File: src/rtl/filter_mem_pkg.sv
// filter_mem_pkg
//   Shared definitions for the filter vector fetch path: fetch FSM state
//   encoding, default data/address widths and a width helper used to size
//   counters from their maximum value count.
package filter_mem_pkg;

    typedef enum logic [1:0] {
        LOAD_B   = 2'd0,
        STREAM_M = 2'd1,
        DONE     = 2'd2
    } fetch_state_e;

    localparam int DEF_DATA_W = 16;
    localparam int DEF_ADDR_W = 10;

    // Bits needed to hold n distinct values (ceil(log2(n)), minimum 1).
    function automatic int width_of(input int n);
        int w;
        w = 1;
        while ((1 << w) < n) w = w + 1;
        return w;
    endfunction

endpackage

File: src/rtl/filter_vector_fetch_arbiter_bias_cache_regs.sv
// bias_cache_regs
//   Register file holding the cached bias elements. One indexed write per
//   cycle; each slot carries a valid flag set on its first write.
//   Ports:
//     clock, clear       clock / synchronous active-high reset
//     wr_en, wr_idx      write strobe and slot index
//     wr_data            element to store
//     b_cached           per-slot valid flags
//     b_data             slot i at bits [i*DATA_W +: DATA_W]
module bias_cache_regs #(
    parameter int NUM_B  = 4,
    parameter int DATA_W = 16,
    parameter int IDX_W  = 3
) (
    input  logic                     clock,
    input  logic                     clear,
    input  logic                     wr_en,
    input  logic [IDX_W-1:0]         wr_idx,
    input  logic [DATA_W-1:0]        wr_data,
    output logic [NUM_B-1:0]         b_cached,
    output logic [NUM_B*DATA_W-1:0]  b_data
);

    logic [NUM_B-1:0][DATA_W-1:0] slot_q;

    always_ff @(posedge clock) begin
        if (clear) begin
            slot_q   <= '0;
            b_cached <= '0;
        end else begin
            for (int i = 0; i < NUM_B; i++) begin
                if (wr_en && (wr_idx == IDX_W'(i))) begin
                    slot_q[i]   <= wr_data;
                    b_cached[i] <= 1'b1;
                end
            end
        end
    end

    assign b_data = slot_q;

endmodule

File: src/rtl/filter_vector_fetch_arbiter.sv
// filter_vector_fetch_arbiter
//   Owns the single read port of the shared vector memory. First loads NUM_B
//   bias elements into a register cache, then streams M_LEN m elements to the
//   MAC datapath, one per accepted m_req (at most one every 2 cycles).
//   Optional macro FILTER_FETCH_WRAP_EN: after the last m element the index
//   wraps and streaming continues; done pulses with m_last instead of holding.
//   Ports:
//     clock, clear        clock / synchronous active-high reset
//     en                  advance enable (low stops new reads being issued)
//     mem_addr, mem_en    read address / strobe (data back one cycle later)
//     mem_rdata           read data
//     m_req               consumer request for next m element
//     m_valid, m_data     one-cycle delivery pulse and element
//     m_last              marks element M_LEN-1
//     b_ready, b_cached   all-bias-cached flag / per-slot flags
//     b_data              cached bias vector
//     done                pass complete
module filter_vector_fetch_arbiter
    import filter_mem_pkg::*;
#(
    parameter int DATA_W = DEF_DATA_W,
    parameter int ADDR_W = DEF_ADDR_W,
    parameter int NUM_B  = 4,
    parameter int B_BASE = 0,
    parameter int M_BASE = 4,
    parameter int M_LEN  = 64
) (
    input  logic                     clock,
    input  logic                     clear,
    input  logic                     en,
    output logic [ADDR_W-1:0]        mem_addr,
    output logic                     mem_en,
    input  logic [DATA_W-1:0]        mem_rdata,
    input  logic                     m_req,
    output logic                     m_valid,
    output logic [DATA_W-1:0]        m_data,
    output logic                     m_last,
    output logic                     b_ready,
    output logic [NUM_B-1:0]         b_cached,
    output logic [NUM_B*DATA_W-1:0]  b_data,
    output logic                     done
);

    localparam int KW = width_of(NUM_B + 1);
    localparam int IW = width_of(M_LEN + 1);
    localparam logic [KW-1:0] K_END  = KW'(NUM_B);
    localparam logic [KW-1:0] K_LAST = KW'(NUM_B - 1);
    localparam logic [IW-1:0] I_LAST = IW'(M_LEN - 1);

    fetch_state_e      state;
    logic [KW-1:0]     k;          // bias reads issued
    logic [KW-1:0]     pend_slot;  // cache slot of the bias read in flight
    logic [IW-1:0]     idx;        // m elements delivered this pass
    logic              pend;       // a read is in flight
    logic [ADDR_W-1:0] addr_q;     // last issued address, held while idle
    logic              b_issue;
    logic              m_issue;
    logic [ADDR_W-1:0] issue_addr;

    // Issue is combinational so an accepted m_req reaches memory in the same
    // cycle; clear blocks issue so outputs read 0 while it is held.
    always_comb begin
        b_issue    = !clear && en && (state == LOAD_B) && (k != K_END);
        m_issue    = !clear && en && m_req && (state == STREAM_M) && !pend;
        issue_addr = m_issue ? ADDR_W'(M_BASE) + ADDR_W'(idx)
                             : ADDR_W'(B_BASE) + ADDR_W'(k);
    end

    assign mem_en   = b_issue | m_issue;
    assign mem_addr = mem_en ? issue_addr : addr_q;

    bias_cache_regs #(
        .NUM_B  (NUM_B),
        .DATA_W (DATA_W),
        .IDX_W  (KW)
    ) u_bias (
        .clock    (clock),
        .clear    (clear),
        .wr_en    (pend && (state == LOAD_B)),
        .wr_idx   (pend_slot),
        .wr_data  (mem_rdata),
        .b_cached (b_cached),
        .b_data   (b_data)
    );

    always_ff @(posedge clock) begin
        if (clear) begin
            state     <= LOAD_B;
            k         <= '0;
            pend_slot <= '0;
            idx       <= '0;
            pend      <= 1'b0;
            addr_q    <= '0;
            m_valid   <= 1'b0;
            m_data    <= '0;
            m_last    <= 1'b0;
            b_ready   <= 1'b0;
            done      <= 1'b0;
        end else begin
            m_valid <= 1'b0;
            m_last  <= 1'b0;
`ifdef FILTER_FETCH_WRAP_EN
            done    <= 1'b0;
`endif
            if (mem_en) addr_q <= issue_addr;
            case (state)
                LOAD_B: begin
                    // Capture of the final slot coincides with the state change.
                    if (pend && (pend_slot == K_LAST)) begin
                        state   <= STREAM_M;
                        b_ready <= 1'b1;
                    end
                    pend <= b_issue;
                    if (b_issue) begin
                        pend_slot <= k;
                        k         <= k + KW'(1);
                    end
                end
                STREAM_M: begin
                    if (pend) begin
                        pend    <= 1'b0;
                        m_valid <= 1'b1;
                        m_data  <= mem_rdata;
                        m_last  <= (idx == I_LAST);
                        if (idx == I_LAST) begin
                            done <= 1'b1;
`ifdef FILTER_FETCH_WRAP_EN
                            idx  <= '0;
`else
                            state <= DONE;
`endif
                        end else begin
                            idx <= idx + IW'(1);
                        end
                    end else if (m_issue) begin
                        pend <= 1'b1;
                    end
                end
                default: pend <= 1'b0;
            endcase
        end
    end

endmodule

File: config.mk
export PLATFORM = sky130hd
export DESIGN_NAME = filter_vector_fetch_arbiter
export DESIGN_NICKNAME = d
export VERILOG_FILES = /design/src/rtl/filter_mem_pkg.sv /design/src/rtl/filter_vector_fetch_arbiter_bias_cache_regs.sv /design/src/rtl/filter_vector_fetch_arbiter.sv
export SDC_FILE = /design/constraint.sdc
export NUM_CORES = 1
export LEC_CHECK = 0
export ABC_CLOCK_PERIOD_IN_PS = 2600
export CELL_PAD_IN_SITES_DETAIL_PLACEMENT = 1
export CELL_PAD_IN_SITES_GLOBAL_PLACEMENT = 1
export CORE_UTILIZATION = 41
export CTS_BUF_LIST = sky130_fd_sc_hd__clkbuf_8
export DETAILED_ROUTE_END_ITERATION = 10
export GPL_TIMING_DRIVEN = 0
export PLACE_DENSITY = 0.84
export SYNTH_ARGS = -nofsm -noshare
export SYNTH_HDL_FRONTEND = slang
export SYNTH_HIERARCHICAL = 1
export SYNTH_SLANG_ARGS = --single-unit
File: constraint.sdc
create_clock -name clock -period 2.6 [get_ports clock]
set_input_delay 0.39 -clock clock [delete_from_list [all_inputs] [get_ports clock]]
set_output_delay 0.39 -clock clock [all_outputs]
set_load 0.005 [all_outputs]
==> out/results.ini <==
[status]
status = finished clean

[synthesis]
yosys_warnings = 6
ys_seq_area_frac = 0.4957
synth-seq-cells = 114
synth_top_area_cell = dfxtp_1
async_reset_ff_frac = 0
synth_nets = 480
synth.avg_cell_area_um2 = 10.10
synth_area_leaders = dfxtp_1 50%, mux2i_1 14%, nand2b_1 11%
ys_types = 53
synthCells = 456
yosys.area.top_type_share = 0.4957
synth_edf_count = 0
yosys_most_used_dff = dfxtp_1
syn_area_um2 = 4604

[clocking]
cts-root-buf = clkbuf_8
cts-buffers-inserted = 17
htree_levels = 4
cts.sinks = 114
cts_buffer_depth = 2
ctsHoldBuffers = 0
clkTransAtPathRegs_ps = 60
worstSkewPairLatency_ps = 430
cts_tree = built

[placement]
post_dp_cell_area_um2 = 5961
dp_slack_ps = -432.0
port_buffers = 118
dp_cells = 714
routabilityCongestion = 0.7742
dp_hpwl_um = 9936

[power_and_ir_drop]
leakage_nw = 2.727
design_power_total_mw = 3.558
worst_ir_drop_vdd_mv = 0.3856
cellPowerDensity_nw_per_um2 = 551.5

[timing]
slew_headroom = 0.5706
fmax_mhz = 391.0
fin_setup_tns_ps = 0
report.final.slew_viol_count = 0
worst_slew_pin_slew_ps = 644.1
hold_slack_ps = 454.8
post-route-period-util = 0.9836
finalCriticalPeriod_ps = 2557
worst_clock_skew_ps = 12.19
setup_viol_count_final = 0
fin_ws_ps = 42.57
hold_viol_final = 0

[routing]
wire_per_inst_um = 18.33
wl_um = 13890
post_drt_via_cell_ratio = 5.074
drt_iter0_drc = 85
drcViolationCount = 0
drt_first_pass_iters = 4
vias = 3846
ant_nets = 0

[critical_path]
rrSetupSlack_ps = 530
start_kind = input port
crit_path_end_kind = output port
crit_required_ps = 2210
reg2reg_depth = 5
crit_arrival_ps = 2170
r2r_end = u_bias/b_data[4]$_SDFFE_PP0P_
path_max_fanout = 5
rr_startpoint = state[1]$_SDFFE_PP0P_
crit_type = in -> out

[global_routing]
grtUsageTotal = 0.2484
grt_pass1_wl_um = 21540
grt_pass1_vias = 4072
antenna_found_initial = 0
grt_start_max_net_pins = 17
globalRouteOverflowTotal = 0

[die]
std_cell_rows = 38
dieWidth_um = 108.0
core_um2 = 10890
fp.dieArea_um2 = 11660
die_h_um = 108.0
start_util = 0.4229
ios = 119

[cells_and_area]
nets = 630
drive_gt1_frac = 0.1327
antenna_cells = 0
syn_to_final_growth_pct = 40.14
utilization = 0.5926
stdcell_area_um2 = 6452
fillers = 1220
stdcell_count = 758

[worst_hold_path]
holdPathStages = 2
min_path_type = reg -> reg
hold_end = m_data[12]$_SDFFE_PP0P_
hold_path.startpoint = m_data[12]$_SDFFE_PP0P_

[flow_run]
timing.max_cap.violations = 0

==> cells by family after synthesis <==
| logic type | synth area share |
|---|---|
| buffers and inverters | 0.04212 |
| AND/OR/NAND/NOR | 0.2226 |
| AO/OA/AOI/OAI | 0.07228 |
| XOR/XNOR | 0.01522 |
| multiplexers | 0.1413 |
| flip-flops | 0.4957 |
| adder cells (fa/ha/maj) | 0.01087 |
==> per-layer routing <==
layer	vias up	track usage	share of wire	wire length [um]
met4	0	0.08611	0.021	295
met5	-	0	0	0
met1	1886	0.2866	0.43	5943
li1	1833	-	-	-
met3	25	0.06329	0.034	472
met2	102	0.4427	0.52	7182
==> timing repair <==
action                                  CTS  global route
gates resized for setup                  22             7
endpoints found under the setup margin   11             6
pin swaps                                 6             3
gates cloned                              0             0
hold endpoints to repair                  0             0
setup buffers                             9             5
==> how the worst max path moves through the flow <==
stage                     depth (start not counted)             startpoint     endpoint  slack [ps]
after floorplan                                   8      k[0]$_SDFFE_PP0P_  mem_addr[7]         890
after global placement                            7                  clear  mem_addr[0]        -380
after detailed placement                          7                  clear  mem_addr[0]        -430
after CTS                                         7  state[0]$_SDFFE_PP0P_       mem_en         -10
after global routing                              7                  m_req  mem_addr[4]         -20
final                                             9                  m_req  mem_addr[5]          40
==> registers in the layout, summed over array words and instances, names as in the netlist, 2 cells and up <==
register	count
addr_q	10
idx	7
k	3
m_data	16
pend_slot	3
state	2
u_bias/b_cached	4
u_bias/b_data	64
==> cells in the final DEF, fill, tap and decap left out, types with 19 or more instances in the layout <==
cell type / count
dfxtp_1: 109
clkdlybuf4s50_1: 108
nand2b_1: 80
mux2i_1: 65
nand2_1: 40
a21oi_1: 24
clkbuf_8: 22
nor2_1: 19
==> area by class of cell <==
| type | instances | area [um2] | share of cell area |
|---|---|---|---|
| Clock buffer | 22 | 302.8 | 0.04693 |
| Multi-Input combinational cell | 302 | 2146 | 0.3326 |
| Inverter | 12 | 45.04 | 0.006981 |
| Sequential cell | 114 | 2293 | 0.3554 |
| Buffer | 27 | 135.1 | 0.02094 |
| Tap cell | 140 | 175.2 | 0.02715 |
| Clock inverter | 9 | 65.06 | 0.01008 |
| Timing Repair Buffer | 132 | 1290 | 0.1999 |
==> critical path, cell delays in order <==
cell and delay (ps):
clkdlybuf4s50_1 480, and4bb_2 260, nor3b_4 190, buf_6 150, nor2_4 50, buf_12 120
buf_4 120, a21o_1 140, dlygate4sd2_1 250
==> power by group <==
group | switching [mW] | leakage [nW] | internal (mW)
Combinational | 0.120 | 1.59 | 0.124
Clock | 0.668 | 0.209 | 0.856
Sequential | 0.0196 | 0.924 | 1.77
==> cells in the mapped netlist, types with 3 or more instances <==
library cell / count
dfxtp_1: 114
nand2b_1: 80
mux2i_1: 65
nand2_1: 41
a21oi_1: 26
nor2_1: 20
clkbuf_1: 14
inv_1: 11
buf_2: 10
xor2_1: 6
ha_1: 4
nand3_1: 4
a31oi_1: 3
and2_1: 3
and3_1: 3
nand3b_1: 3
nor3_1: 3
(Power assumes the default switching activity.)
==> RTL change 1 (same settings) <==
Change the parameter `M_LEN` from 64 to 32.
--- a/src/rtl/filter_vector_fetch_arbiter.sv
+++ b/src/rtl/filter_vector_fetch_arbiter.sv
@@ -25,3 +25,3 @@
     parameter int M_BASE = 4,
-    parameter int M_LEN  = 64
+    parameter int M_LEN  = 32
 ) (
Behaviour: same outputs for any inputs over 10 cycles, from zero or initial values; that may be too few to reach the edited logic, so the function may still have changed.
==> RTL change 1 against the unedited design <==
Sequential share of layout area is 0.92 points lower. Setup slack better by 0.036 ns. Register-to-register slack worse by 0.36 ns. Wire length grew 2.6%. Highest routed layer unchanged. Synthesized area shrank 1.6%. Total power rose by 2.0%. Largest cell class unchanged. Design area grew 1.5%. Sequential cell count is 1 lower. Cell count rose by 0.79%. Non-clock buffer count up 6.
==> RTL change 1: results (changes against the unedited design) <==
stage,metric,value,unit,change
cells_and_area,final-seq-area,2268,um^2,was 2293 um^2
setup_path,cp_max_fo,10,,was 5
cells_and_area,num-nets-final,637,,was 630
pwr,p_leak,2.745,nW,was 2.727 nW
place,gp_congestion,0.7891,,was 0.7742
yosys,synth_xor_area_share,1.354,%,was 1.522%
place,place_ws,-0.2619,ns,was -0.4320 ns
global_route,grt_pass1_wl,21.80,mm,was 21.54 mm
cells_and_area,multi_input_area_share,33.27,%,was 33.26%
yosys,synth_compound_area_share,6.077,%,was 7.228%
sta,slew_headroom,62.94,%,was 57.06%
detailed_routing,vias,3930,,was 3846
cells_and_area,drive_gt1_share,13.30,%,was 13.27%
cells_and_area,n_all_inverters,13,,was 12
detailed_routing,wl_per_cell,18.66,um,was 18.33 um
cells_and_area,clock_area_share,5.901,%,was 5.701%
setup_path,slowest_stage,or4b_1,,was clkdlybuf4s50_1
yosys,synthDistinctLibCells,42,,was 53
yosys,synthAdderAreaFrac,1.105,%,was 1.087%
yosys,synth.yosys.seq_area_share,49.94,%,was 49.57%
setup_path,max_stage_delay,0.54,ns,was 0.48 ns
pwr,pg_clk,0.00163,W,was 0.00152 W
cells_and_area,final.fill_count,1166,,was 1220
yosys,synth_common_cells,"113 x dfxtp_1, 82 x nand2b_1, 65 x mux2i_1",,"was 114 x dfxtp_1, 80 x nand2b_1, 65 x mux2i_1"
pwr,p_sw_share,23.36,%,was 22.70%
cells_and_area,multi_input_comb_cells,303,,was 302
cells_and_area,nClkBuffers,20,,was 22
outcome,status,"complete, no violations",,unchanged
yosys,synth.area.mux_share,14.36,%,was 14.13%
cells_and_area,bufAreaShareNonClock,22.78,%,was 22.09%
==> RTL change 1: cell types whose count changed after synthesis, moves of 3 or more <==
cell and change:
o21ai_1 +3, nand3b_1 -3, and3_1 +5, nor2_1 -5, nand3_1 +6, a21oi_1 +4
==> RTL change 1: tightest hold or removal path, delay by kind of cell, from the launching register on <==
kind / cells / cell delay (ns)
AOI/OAI and AO/OA: 1 / 0.05
buffers and inverters: 1 / 0.05
DFF: 1 / 0.31
==> RTL change 1: metal layers <==
| metal | GRT usage, % | up-vias | wire (um) |
|---|---|---|---|
| met5 | 0 | - | 0 |
| met4 | 10.96 | 0 | 437 |
| met3 | 5.471 | 32 | 606 |
| met2 | 46.13 | 116 | 7457 |
| met1 | 28.11 | 1936 | 5755 |
| li1 | - | 1846 | - |
==> RTL change 1: cell families (layout without fill, tap and decap cells) <==
group	Yosys count	in the layout
and+or+nand+nor	181	181
DFF	113	113
muxes	65	65
AOI/OAI and AO/OA	46	46
buffers and inverters	41	208
xor gates and xnor gates	7	7
adders and majority gates	4	4
==> RTL change 1: final timing paths <==
kind,slack [ns],start,cells after the start,endpoint
setup / recovery,0.08,clear,6,mem_addr[1]
hold / removal,0.45,u_bias/b_cached[3],2,u_bias/b_cached[3]
setup reg to reg,0.17,state[0],16,addr_q[6]
hold reg to reg,0.45,u_bias/b_cached[3],2,u_bias/b_cached[3]
==> RTL change 1: per-stage QoR <==
step,instances,instance area (um^2),setup TNS [ns]
final,764,6551,0
after floorplan,457,4529,0
after global routing,764,6551,0
after detailed placement,715,5886,-1.977
after CTS,762,6477,0
after global placement,715,5886,-1.583
==> RTL change 1: timing repair <==
| item | CTS | global route |
|---|---|---|
| hold buffers | 0 | 0 |
| pin swaps | 8 | 2 |
| resized for setup | 20 | 12 |
| setup buffers | 18 | 3 |
| setup endpoints to repair | 11 | 6 |
==> RTL change 2 (config.mk and constraints unchanged) <==
Without the edit above. One comparison of `idx` changes from == to >=.
--- a/src/rtl/filter_vector_fetch_arbiter.sv
+++ b/src/rtl/filter_vector_fetch_arbiter.sv
@@ -123,3 +123,3 @@
                         m_data  <= mem_rdata;
-                        m_last  <= (idx == I_LAST);
+                        m_last  <= (idx >= I_LAST);
                         if (idx == I_LAST) begin
Formal check against the unedited RTL: same outputs for any inputs over 10 cycles, from zero or initial values; that may be too few to reach the edited logic, so the function may still have changed.
==> RTL change 2 against the unedited design <==
Design area is 2.7% higher. Fmax shrank 0.58%. Wire length is 6.6% higher. Critical path depth down 3. Sequential share of layout area down 1.0 points. Core utilization rose by 1.6 points. Synthesized cell count increased by 2.0%. Synthesized area is 0.41% lower. Sequential cell count is the same. Register-to-register slack improved by 0.11 ns. Total power rose by 10%. Worst hold slack worse by 0.0049 ns. Setup slack got worse by 0.015 ns. Critical path type is now reg2out. Largest power group is now the clock network.
==> RTL change 2: results (changes against the unedited design) <==
stage,metric,value,unit,change
yosys,synthAdderAreaFrac,1.091,%,was 1.087%
sta,slew_headroom,63.36,%,was 57.06%
pwr,peakVddDrop,0.2681,mV,was 0.3856 mV
yosys,synth_xor_area_share,1.337,%,was 1.522%
detailed_routing,routed-wl-met2,7.900,mm,was 7.182 mm
detailed_routing,drtIter0Drc,99,,was 85
global_route,grtUsageTotal,25.68,%,was 24.84%
place,place_ws,-0.6078,ns,was -0.4320 ns
yosys,synth_common_cells,"114 x dfxtp_1, 81 x nand2b_1, 65 x mux2i_1",,"was 114 x dfxtp_1, 80 x nand2b_1, 65 x mux2i_1"
cells_and_area,clock_area_share,6.814,%,was 5.701%
global_route,grt_pass1_wl,22.30,mm,was 21.54 mm
cells_and_area,final-seq-area,2290,um^2,was 2293 um^2
setup_path,cp_max_fo,10,,was 5
place,place_area,5942,um^2,was 5961 um^2
cells_and_area,bufAreaShareNonClock,21.74,%,was 22.09%
global_route,grt_pass1_vias,4213,,was 4072
yosys,ys_top_cells_by_area,"dfxtp_1 50%, mux2i_1 14%, nand2b_1 11%",,unchanged
yosys,synth.yosys.seq_area_share,49.77,%,was 49.57%
detailed_routing,met1_length,6.127,mm,was 5.943 mm
cells_and_area,signal_buffers,164,,was 159
pwr,p_leak,2.752,nW,was 2.727 nW
cells_and_area,final_area,6629,um^2,was 6452 um^2
cells_and_area,multi_input_area_share,33.58,%,was 33.26%
clocking,postCtsSetupBuffers,10,,was 9
place,gp_congestion,0.8951,,was 0.7742
place,hpwlAfterDp,10.01,mm,was 9.936 mm
place,dp_cells,723,,was 714
sta,fin_skew,0.01287,ns,was 0.01219 ns
outcome,status,"complete, no violations",,unchanged
cells_and_area,num-nets-final,644,,was 630
yosys,synth_compound_area_share,8.267,%,was 7.228%
global_route,grt.met2_usage,46.47,%,was 44.27%
cells_and_area,finalNonFillerCells,773,,was 758
yosys,avgSynthCellArea,9.862,um^2,was 10.10 um^2
detailed_routing,routed_wl,14.81,mm,was 13.89 mm
cells_and_area,drive_gt1_share,14.22,%,was 13.27%
clocking,ctsResizeCount,40,,was 22
yosys,synthDistinctLibCells,48,,was 53
cells_and_area,multi_input_comb_cells,311,,was 302
==> RTL change 2: cell types whose count changed after synthesis, sizes merged, moves of 3 or more <==
cell,unedited run,this run
a21oi,26,32
buf,14,9
clkbuf,14,19
nand2,43,48
nand3b,3,0
==> RTL change 2: critical path, cell delays in order, from the launching register on <==
cell      delay [ns]
dfxtp_4         0.36
or4b_4          0.58
a21o_1          0.20
buf_6           0.16
a211oi_4        0.26
a21oi_2         0.06
buf_2           0.14
==> RTL change 2: worst paths after layout <==
path	end	startpoint	slack, ns	cells past startpoint
max	mem_addr[2]	state[0]	0.03	6
min	u_bias/b_cached[1]	u_bias/b_cached[1]	0.45	2
max reg2reg	idx[4]	idx[2]	0.64	5
min reg2reg	u_bias/b_cached[1]	u_bias/b_cached[1]	0.45	2
==> RTL change 2: report_power, final <==
| group | total (W) | internal, W | switching, W |
|---|---|---|---|
| registers | 0.00178 | 0.00177 | 0.0000180 |
| logic | 0.000239 | 0.000119 | 0.000120 |
| clock network | 0.00189 | 0.00118 | 0.000716 |
